### config.mk
export PLATFORM = sky130hd
export DESIGN_NAME = alu_iterative_exec
export DESIGN_NICKNAME = d
export VERILOG_FILES = /design/src/rtl/alu_pkg.sv /design/src/rtl/alu_serial_shifter.sv /design/src/rtl/alu_iterative_exec.sv
export SDC_FILE = /design/constraint.sdc
export NUM_CORES = 1
export LEC_CHECK = 0
export BUFFER_PORTS_ARGS = -buffer_cell sky130_fd_sc_hd__buf_2
export CORE_ASPECT_RATIO = 0.9
export CORE_MARGIN = 5
export CORE_UTILIZATION = 25
export DETAILED_ROUTE_END_ITERATION = 8
export PLACE_DENSITY_LB_ADDON = 0.3
export RECOVER_POWER = 50
export SYNTH_ARGS = -nofsm -noshare
export SYNTH_HDL_FRONTEND = slang
export SYNTH_SLANG_ARGS = --single-unit
### constraint.sdc
create_clock -name clk -period 2.71 [get_ports clk]
set_clock_uncertainty 0.1 [all_clocks]
set_input_delay 0.1355 -clock clk [delete_from_list [all_inputs] [get_ports clk]]
set_output_delay 0.1355 -clock clk [all_outputs]
set_load 0.03 [all_outputs]
### src/rtl/alu_pkg.sv
// Shared ALU op-code constants and execution-stage FSM state encoding.
// The ALU control decoder imports the same op-code constants.
package alu_pkg;

    localparam logic [3:0] OP_OR      = 4'b0001;
    localparam logic [3:0] OP_SLL     = 4'b0010;
    localparam logic [3:0] OP_ADD     = 4'b0011;
    localparam logic [3:0] OP_SUB     = 4'b0100;
    localparam logic [3:0] OP_SRL     = 4'b0101;
    localparam logic [3:0] OP_LUI     = 4'b0110;
    localparam logic [3:0] OP_ILLEGAL = 4'b1001;

    typedef enum logic [1:0] {
        ST_IDLE  = 2'b00,
        ST_SHIFT = 2'b01,
        ST_DONE  = 2'b10
    } state_e;

endpackage

### src/rtl/alu_serial_shifter.sv
// One-bit-per-cycle shifter: holds the operand, the remaining count and the direction.
module alu_serial_shifter #(
    parameter int unsigned DATA_WIDTH  = 32,
    parameter int unsigned SHAMT_WIDTH = 5
) (
    input  logic                   clk,
    input  logic                   reset,
    input  logic                   load_i,
    input  logic                   shift_i,
    input  logic                   right_i,
    input  logic [DATA_WIDTH-1:0]  data_i,
    input  logic [SHAMT_WIDTH-1:0] count_i,
    output logic [DATA_WIDTH-1:0]  shifted_o,
    output logic                   last_o
);

    logic [DATA_WIDTH-1:0]  data_q;
    logic [SHAMT_WIDTH-1:0] count_q;
    logic                   right_q;

    always_ff @(posedge clk or posedge reset) begin
        if (reset) begin
            data_q  <= '0;
            count_q <= '0;
            right_q <= 1'b0;
        end else if (load_i) begin
            data_q  <= data_i;
            count_q <= count_i;
            right_q <= right_i;
        end else if (shift_i) begin
            data_q  <= shifted_o;
            count_q <= count_q - SHAMT_WIDTH'(1);
        end
    end

    assign shifted_o = right_q ? (data_q >> 1) : (data_q << 1);
    // High on the step that takes the count to zero, so shifted_o is the final value.
    assign last_o    = (count_q == SHAMT_WIDTH'(1));

endmodule

### src/rtl/alu_iterative_exec.sv
// ALU execution stage: single-cycle logic/arith ops, serial shifts, registered result.
// Optional macro ALU_OVERFLOW_DETECT_EN enables signed overflow reporting on ADD/SUB.
module alu_iterative_exec
    import alu_pkg::*;
#(
    parameter int unsigned DATA_WIDTH  = 32,
    parameter int unsigned SHAMT_WIDTH = 5
) (
    input  logic                   clk,
    input  logic                   reset,
    input  logic                   start_i,
    input  logic [3:0]             alu_operation_i,
    input  logic [DATA_WIDTH-1:0]  a_i,
    input  logic [DATA_WIDTH-1:0]  b_i,
    input  logic [SHAMT_WIDTH-1:0] shamt_i,
    output logic                   busy_o,
    output logic                   done_o,
    output logic [DATA_WIDTH-1:0]  alu_data_o,
    output logic                   zero_o,
    output logic                   illegal_op_o,
    output logic                   overflow_o
);

    localparam int unsigned MSB = DATA_WIDTH - 1;

    state_e                state;
    state_e                next_state;
    logic                  is_shift_op;
    logic                  illegal_d;
    logic                  illegal_cap;
    logic                  shift_load;
    logic                  shift_en;
    logic                  capture;
    logic [DATA_WIDTH-1:0] op_result;
    logic [DATA_WIDTH-1:0] result_d;
    logic [DATA_WIDTH-1:0] shifted;
    logic                  last;

    logic [DATA_WIDTH-1:0] data_q;
    logic                  zero_q;
    logic                  illegal_q;

    always_comb begin
        op_result   = '0;
        illegal_d   = 1'b0;
        is_shift_op = 1'b0;
        case (alu_operation_i)
            OP_ADD:  op_result = a_i + b_i;
            OP_SUB:  op_result = a_i - b_i;
            OP_OR:   op_result = a_i | b_i;
            OP_LUI:  op_result = b_i << 16;
            // A zero-length shift completes straight from IDLE with the unshifted operand.
            OP_SLL, OP_SRL: begin
                is_shift_op = 1'b1;
                op_result   = b_i;
            end
            default: illegal_d = 1'b1;
        endcase
    end

    always_ff @(posedge clk or posedge reset) begin
        if (reset) begin
            state <= ST_IDLE;
        end else begin
            state <= next_state;
        end
    end

    always_comb begin
        next_state  = state;
        shift_load  = 1'b0;
        shift_en    = 1'b0;
        capture     = 1'b0;
        illegal_cap = 1'b0;
        result_d    = op_result;
        case (state)
            ST_IDLE: begin
                if (start_i) begin
                    illegal_cap = illegal_d;
                    if (is_shift_op) begin
                        shift_load = 1'b1;
                        if (shamt_i == '0) begin
                            capture    = 1'b1;
                            next_state = ST_DONE;
                        end else begin
                            next_state = ST_SHIFT;
                        end
                    end else begin
                        capture    = 1'b1;
                        next_state = ST_DONE;
                    end
                end
            end
            ST_SHIFT: begin
                shift_en = 1'b1;
                result_d = shifted;
                if (last) begin
                    capture    = 1'b1;
                    next_state = ST_DONE;
                end
            end
            ST_DONE:  next_state = ST_IDLE;
            default:  next_state = ST_IDLE;
        endcase
    end

    alu_serial_shifter #(
        .DATA_WIDTH  (DATA_WIDTH),
        .SHAMT_WIDTH (SHAMT_WIDTH)
    ) u_shifter (
        .clk       (clk),
        .reset     (reset),
        .load_i    (shift_load),
        .shift_i   (shift_en),
        .right_i   (alu_operation_i == OP_SRL),
        .data_i    (b_i),
        .count_i   (shamt_i),
        .shifted_o (shifted),
        .last_o    (last)
    );

    always_ff @(posedge clk or posedge reset) begin
        if (reset) begin
            data_q    <= '0;
            zero_q    <= 1'b1;
            illegal_q <= 1'b0;
        end else if (capture) begin
            data_q    <= result_d;
            zero_q    <= (result_d == '0);
            illegal_q <= illegal_cap;
        end
    end

`ifdef ALU_OVERFLOW_DETECT_EN
    logic ovf_d;
    logic overflow_q;

    always_comb begin
        ovf_d = 1'b0;
        if (state == ST_IDLE) begin
            case (alu_operation_i)
                OP_ADD:  ovf_d = (a_i[MSB] == b_i[MSB]) && (op_result[MSB] != a_i[MSB]);
                OP_SUB:  ovf_d = (a_i[MSB] != b_i[MSB]) && (op_result[MSB] != a_i[MSB]);
                default: ovf_d = 1'b0;
            endcase
        end
    end

    always_ff @(posedge clk or posedge reset) begin
        if (reset) begin
            overflow_q <= 1'b0;
        end else if (capture) begin
            overflow_q <= ovf_d;
        end
    end

    assign overflow_o = overflow_q;
`else
    assign overflow_o = 1'b0;
`endif

    assign busy_o       = (state == ST_SHIFT) || (state == ST_DONE);
    assign done_o       = (state == ST_DONE);
    assign alu_data_o   = data_q;
    assign zero_o       = zero_q;
    assign illegal_op_o = illegal_q;

endmodule

* Word-level counts from Yosys, hierarchy flattened
Cells that the tools add are included.
** Cells by class
- Add/subtract/negate cells :: 3
- Equality and inequality tests :: 11
- Muxes and demuxes :: 25
- Bitwise gates (word level) :: 1
- Reduce and logical (&&, ||, !) cells :: 8
** Operators by type and width (number)
- one-hot mux 32 bit (5 select lines) :: 1
- two-way mux 32 bit :: 4
- adder 32 bit :: 1
- zero test 32 bit :: 1
- bitwise OR 32 bit :: 1
- subtractor 32 bit :: 1
- equality test 4 x 3 -> 1 bit (second input constant) :: 3
- two-way mux 1 bit :: 12
- two-way mux 5 bit :: 2
- equality test 4 x 2 -> 1 bit (second input constant) :: 2
- two-way mux 2 bit :: 4
- OR reduction 6 bit :: 1
- equality test 5 x 1 -> 1 bit (second input constant) :: 1
- zero test 5 bit :: 1
- subtractor 5 x 1 -> 5 bit (second input constant) :: 1
- equality test 4 x 1 -> 1 bit (second input constant) :: 1
- != test 2 bit (second input constant) :: 2
- one-hot mux 2 bit (2 select lines) :: 1
- equality test 2 x 1 -> 1 bit (second input constant) :: 1
- equality test 2 bit (second input constant) :: 1
- zero test 2 bit :: 1
- one-hot mux 1 bit (2 select lines) :: 1
- AND reduction 2 bit :: 1
- nonzero test 2 bit :: 1
- other kinds (2) :: 2
** Storage, ports and cells
- Register bits :: 74
- Bits of input ports :: 76
- Output and inout bits :: 37
- Logic and storage cells :: 55

* Depth between registers and ports, before layout
- Word-level depth :: 7
- Depth in mapped cells :: 20
- Gate-level depth less buffers :: 18

* Hierarchy
A second synthesis with hierarchy kept.
** Second synthesis, totals
- Cell total of the unflattened synthesis :: 899
- Area, all modules :: 7236.9 um^2
** Modules (own cells, without submodules)
- alu_iterative_exec :: times used 1, cells an instance 692, area an instance 4938.5 um^2, sequential area each 902.1 um^2
- alu_serial_shifter :: times used 1, cells an instance 207, area an instance 2298.5 um^2, sequential area each 950.9 um^2

* Worst setup path before layout
No wires, ideal clock.
- Kind :: in2reg
- From :: input b_i[6]
- To :: register data_q[31], in the netlist alu_data_o[31]
- Library setup time :: 125 ps
- Arrival :: 3697 ps
- Data required time :: 2485 ps
- Path slack :: -1211 ps
- Stages on the path :: 18
- Buffers on the path :: 1
- Cells stage by stage :: clkbuf_1 > or4_4 > nor4_4 > nand3b_1 > nor3b_1 > and2_1 > a21oi_1 > xnor2_1 > ha_1 > a21o_1 > a211oi_1 > o21ai_0 > a31oi_1 > o31ai_1 > a21oi_1 > xnor2_1 > a211o_1 > mux2_2
** On the way
- Longest elaborated chain between the ends :: 3
- Elaborated cells on any way between the ends :: 4
- Those cells by class :: 2 x add/sub; 2 x mux
** RTL lines
- from (decl) :: RTL line alu_iterative_exec.sv:14 : input logic [DATA_WIDTH-1:0] b_i,
- subtractor 32 bit / adder 32 bit (equally long branches) :: RTL line alu_iterative_exec.sv:49, alu_iterative_exec.sv:48
- one-hot mux 32 bit (5 select lines) * :: RTL line alu_iterative_exec.sv:47 : case (alu_operation_i)
- two-way mux 32 bit * :: RTL line alu_iterative_exec.sv:76 : case (state)
- to (signal assigned) :: RTL line alu_iterative_exec.sv:128 : data_q <= result_d;
- to (decl) :: RTL line alu_iterative_exec.sv:39 : logic [DATA_WIDTH-1:0] data_q;
Mark *: on every way between the ends. The rest lies on a longest branch, timed or not.
A chain may end at the register's enable or synchronous reset.

* Worst setup path after layout
- From :: input b_i[9]
- To :: register zero_q, in the netlist zero_o
** On the way
- Longest elaborated chain between the ends :: 4
- Elaborated cells on any way between the ends :: 6
- Those cells by class :: 2 x add/sub; 2 x mux; 1 x bitwise; 1 x reduce/logical
** RTL lines
- subtractor 32 bit (tied with other cells) :: RTL line alu_iterative_exec.sv:49 : OP_SUB: op_result = a_i - b_i;
- one-hot mux 32 bit (5 select lines) * :: RTL line alu_iterative_exec.sv:47
- two-way mux 32 bit * :: RTL line alu_iterative_exec.sv:76
- zero test 32 bit * :: RTL line alu_iterative_exec.sv:129 : zero_q <= (result_d == '0);
- to (signal assigned) :: RTL line alu_iterative_exec.sv:129
- to (decl) :: RTL line alu_iterative_exec.sv:40 : logic zero_q;
Marked as above.

==> results_dict.tcl <==
set metrics [dict create \
    fin_nets 1470 \
    gp_congestion 0.980 \
    netSwitchingPower_mw 3.28 \
    multi_input_area_mm2 0.00595 \
    relSlewSlack_pct -16.3 \
    powerDensity_mw_per_mm2 620 \
    grt_pass1_vias 8613 \
    die_height_um 173 \
    fmax_ghz 0.256 \
    drc 0 \
    fin_hold_ws_ps 28.6 \
    ant_nets 0 \
    drtIter0Drc 791 \
    slew_violations 40 \
    initial_core_util_pct 25.4 \
    synthCells 965 \
    cts_root_buf "clkbuf_16" \
    route.vias.total 8940 \
    clock_sinks 74 \
    antenna_found_initial 0 \
    final_util_pct 41.0 \
    ctsLongestPathBuffers 2 \
    violations "capacitance limit, slew limit, setup timing" \
    power_frac_seq_pct 26.8 \
    syn_area_mm2 0.00735 \
    vias_per_cell 5.09 \
    cell_internal_pwr_mw 4.07 \
    fin_crit_ps 3910 \
    cp_data_required_time_ps 2870 \
    worstMarginPinSlew_ps 1740 \
    ys_seq_area_share_pct 25.2 \
    tns_ps -13420 \
    ys_ff_latch 74 \
    grt_max_degree 65 \
    rows 59 \
    power_frac_clock_pct 17.3 \
    ys_dominant_reg_cell "dfrtp_1" \
    p_sw_share_pct 44.6 \
    yosysUniqueCellTypes 85 \
    crit_type "input pin to flop" \
    drt_pass1_iterations 5 \
    hold_path.class "input pin to flop" \
    comb_power_share_pct 55.9 \
    grt_usage_pct 19.7 \
    r2r_setup_slack_ps -550 \
    synthArstFlopShare_pct 100 \
    clkTransAtPathRegs_ps 70 \
    wirelength_um 33800 \
    chipWidth_um 191 \
    rsz0062_at_grt "yes" \
    p_leak_nw 5.23 \
    cp_data_arrival_time_ps 4070 \
    crit_fanout 4 \
    syn_nets 1080 \
    cp-start-kind "input pin" \
    grt_pass1_wl_um 50800 \
    yosysWarnings 0 \
    cts_made_buffers 9 \
    port_buffers 111 \
    peakVddDrop_uv 338 \
    ff_latch_area_mm2 0.00185 \
    drive_gt1_share_pct 43.4 \
    fillCellCount 3023 \
    die-area_mm2 0.0329 \
    finalHoldViolations 0 \
    setup_viol 23 \
    io_pins 113 \
    n_antenna_cell 0 \
    core_area_mm2 0.0289 \
    synth_edf_count 0 \
    fin_ws_ps -1200 \
    clock_latency_ps 370 \
    worstSetupEndpointType "flop" \
    drv_cap 1 \
    finalCritPeriodShare_pct 144 \
    routedWlPerCell_um 19.3 \
    cts_tree "done" \
    outcome "complete, but fails checks" \
    synthToLayoutAreaGrowth_pct 61.4 \
    overflow 0 \
    h-tree-depth 3 \
    synth_area_per_cell_um2 7.62 \
    place_hpwl_um 26800 \
]
==> sequential cells by signal (all words and copies together), names as in the netlist <==
register,count
alu_data_o,32
illegal_op_o,1
state,2
u_shifter.count_q,5
u_shifter.data_q,32
u_shifter.right_q,1
zero_o,1
==> kinds of logic (layout without fill, tap and decap cells) <==
logic type	count (synthesis)	after routing	share of synthesized area, %
compound gates	354	354	29.9
simple gates	310	310	20.4
buf+inv	90	485	5.11
flops	74	74	25.2
xor+xnor	54	54	6.44
mux	43	43	6.23
fa+ha+maj	39	39	6.74
other cells	1	1	0.0510
==> Yosys cell counts (10+ instances only) <==
| master | count | area share, % |
|---|---|---|
| mux2i_1 | 21 | 2.9 |
| o211ai_1 | 10 | 1.0 |
| nor2_1 | 85 | 4.3 |
| and3_1 | 12 | 1.0 |
| a211oi_1 | 11 | 1.1 |
| a21oi_1 | 121 | 8.2 |
| nand3_1 | 13 | 0.89 |
| xnor2_1 | 37 | 4.4 |
| a21o_1 | 12 | 1.2 |
| xor2_1 | 17 | 2.0 |
| mux2_2 | 21 | 3.2 |
| buf_2 | 15 | 1.0 |
| nor3_1 | 19 | 1.3 |
| clkbuf_1 | 37 | 1.9 |
| inv_1 | 28 | 1.4 |
| o21ai_0 | 91 | 6.2 |
| dfrtp_1 | 73 | 25 |
| nand2_1 | 115 | 5.9 |
| ha_1 | 38 | 6.5 |
| a31oi_1 | 15 | 1.3 |
==> routing by layer <==
| layer | part of all wire, % | track usage [%] |
|---|---|---|
| met4 | 2.5 | 5.15 |
| met5 | 0 | 0 |
| met3 | 6.3 | 2.88 |
| met1 | 45 | 27.8 |
| met2 | 46 | 31.5 |
==> cells in the final DEF, fill, tap and decap left out, types with 5 or more instances in the layout <==
cell type and count:
nor2_2 7, nand3_1 11, and3_4 8, clkbuf_1 34, a21boi_0 7, ha_1 29
o21ai_2 5, and2_1 6, nand2b_1 7, a21o_1 12, o21ai_1 13, o211ai_1 10
inv_1 27, nand4_1 5, mux2_4 6, nor2_1 75, nor3_1 16, buf_4 294
a21oi_1 91, buf_6 24, a211oi_2 10, mux2_2 15, a31oi_1 10, nand2_2 8
o21ai_0 81, ha_2 7, dfrtp_1 73, mux2i_1 21, xor2_1 14, a21oi_2 28
dlygate4sd3_1 9, buf_2 73, o21a_1 8, nand2_1 103, clkbuf_16 9, a22oi_1 7
xnor2_1 33
==> timing repair <==
item	in CTS	in global routing
resized for setup	112	54
hold buffers	9	0
pin swaps	75	53
cloned	0	0
setup endpoints to repair	25	26
setup buffers	24	20
hold endpoints to repair	45	0
==> critical path, stage by stage <==
cell	delay, ps
buf_8	110
or4_4	570
nor4_4	200
nand2_2	100
buf_6	130
nor3_4	160
nor2_1	80
xnor2_1	190
ha_2	340
a21o_1	210
a211oi_2	230
a211oi_2	100
or3_4	350
a311oi_1	270
and4_1	210
nand4_1	170
nand4bb_4	290
o41ai_4	230
==> worst paths after layout <==
path	endpoint	startpoint	cells past startpoint
max in group asynchronous	alu_data_o[2]	reset	4
hold reg to reg	alu_data_o[25]	alu_data_o[25]	1
setup reg to reg	zero_o	state[1]	12
min in group asynchronous	alu_data_o[28]	reset	3
setup / recovery	zero_o	b_i[9]	18
hold / removal	u_shifter.data_q[30]	b_i[30]	3
==> stage by stage <==
stage                     area, um2  std cells  total power, mW  worst slack, ps
after floorplan                7590        965             4.13            -1070
after global placement        10500       1696             5.69            -1720
after detailed placement      10500       1696             5.74            -1780
after CTS                     11500       1742             7.30            -1100
after global routing          11900       1756             7.84            -1380
final                         11900       1756             7.35            -1200
==> power groups by stage <==
| stage | Clock (mW) | Sequential [mW] | Combinational [mW] |
|---|---|---|---|
| floorplan | 0 | 2.38 | 1.76 |
| global placement | 0 | 1.97 | 3.72 |
| detailed placement | 0 | 1.98 | 3.77 |
| CTS | 1.30 | 1.96 | 4.04 |
| global route | 1.35 | 2.04 | 4.46 |
| finish | 1.28 | 1.97 | 4.11 |
==> final cells by class <==
| cell class | instances | share of cell area (%) |
|---|---|---|
| inverter | 29 | 0.918 |
| clock buffer | 9 | 1.90 |
| clock inverter | 7 | 0.591 |
| multi-input combinational | 801 | 50.2 |
| tap | 396 | 4.18 |
| timing repair buffer | 440 | 26.6 |
| sequential | 74 | 15.6 |
Power figures use the tool's default switching activity.
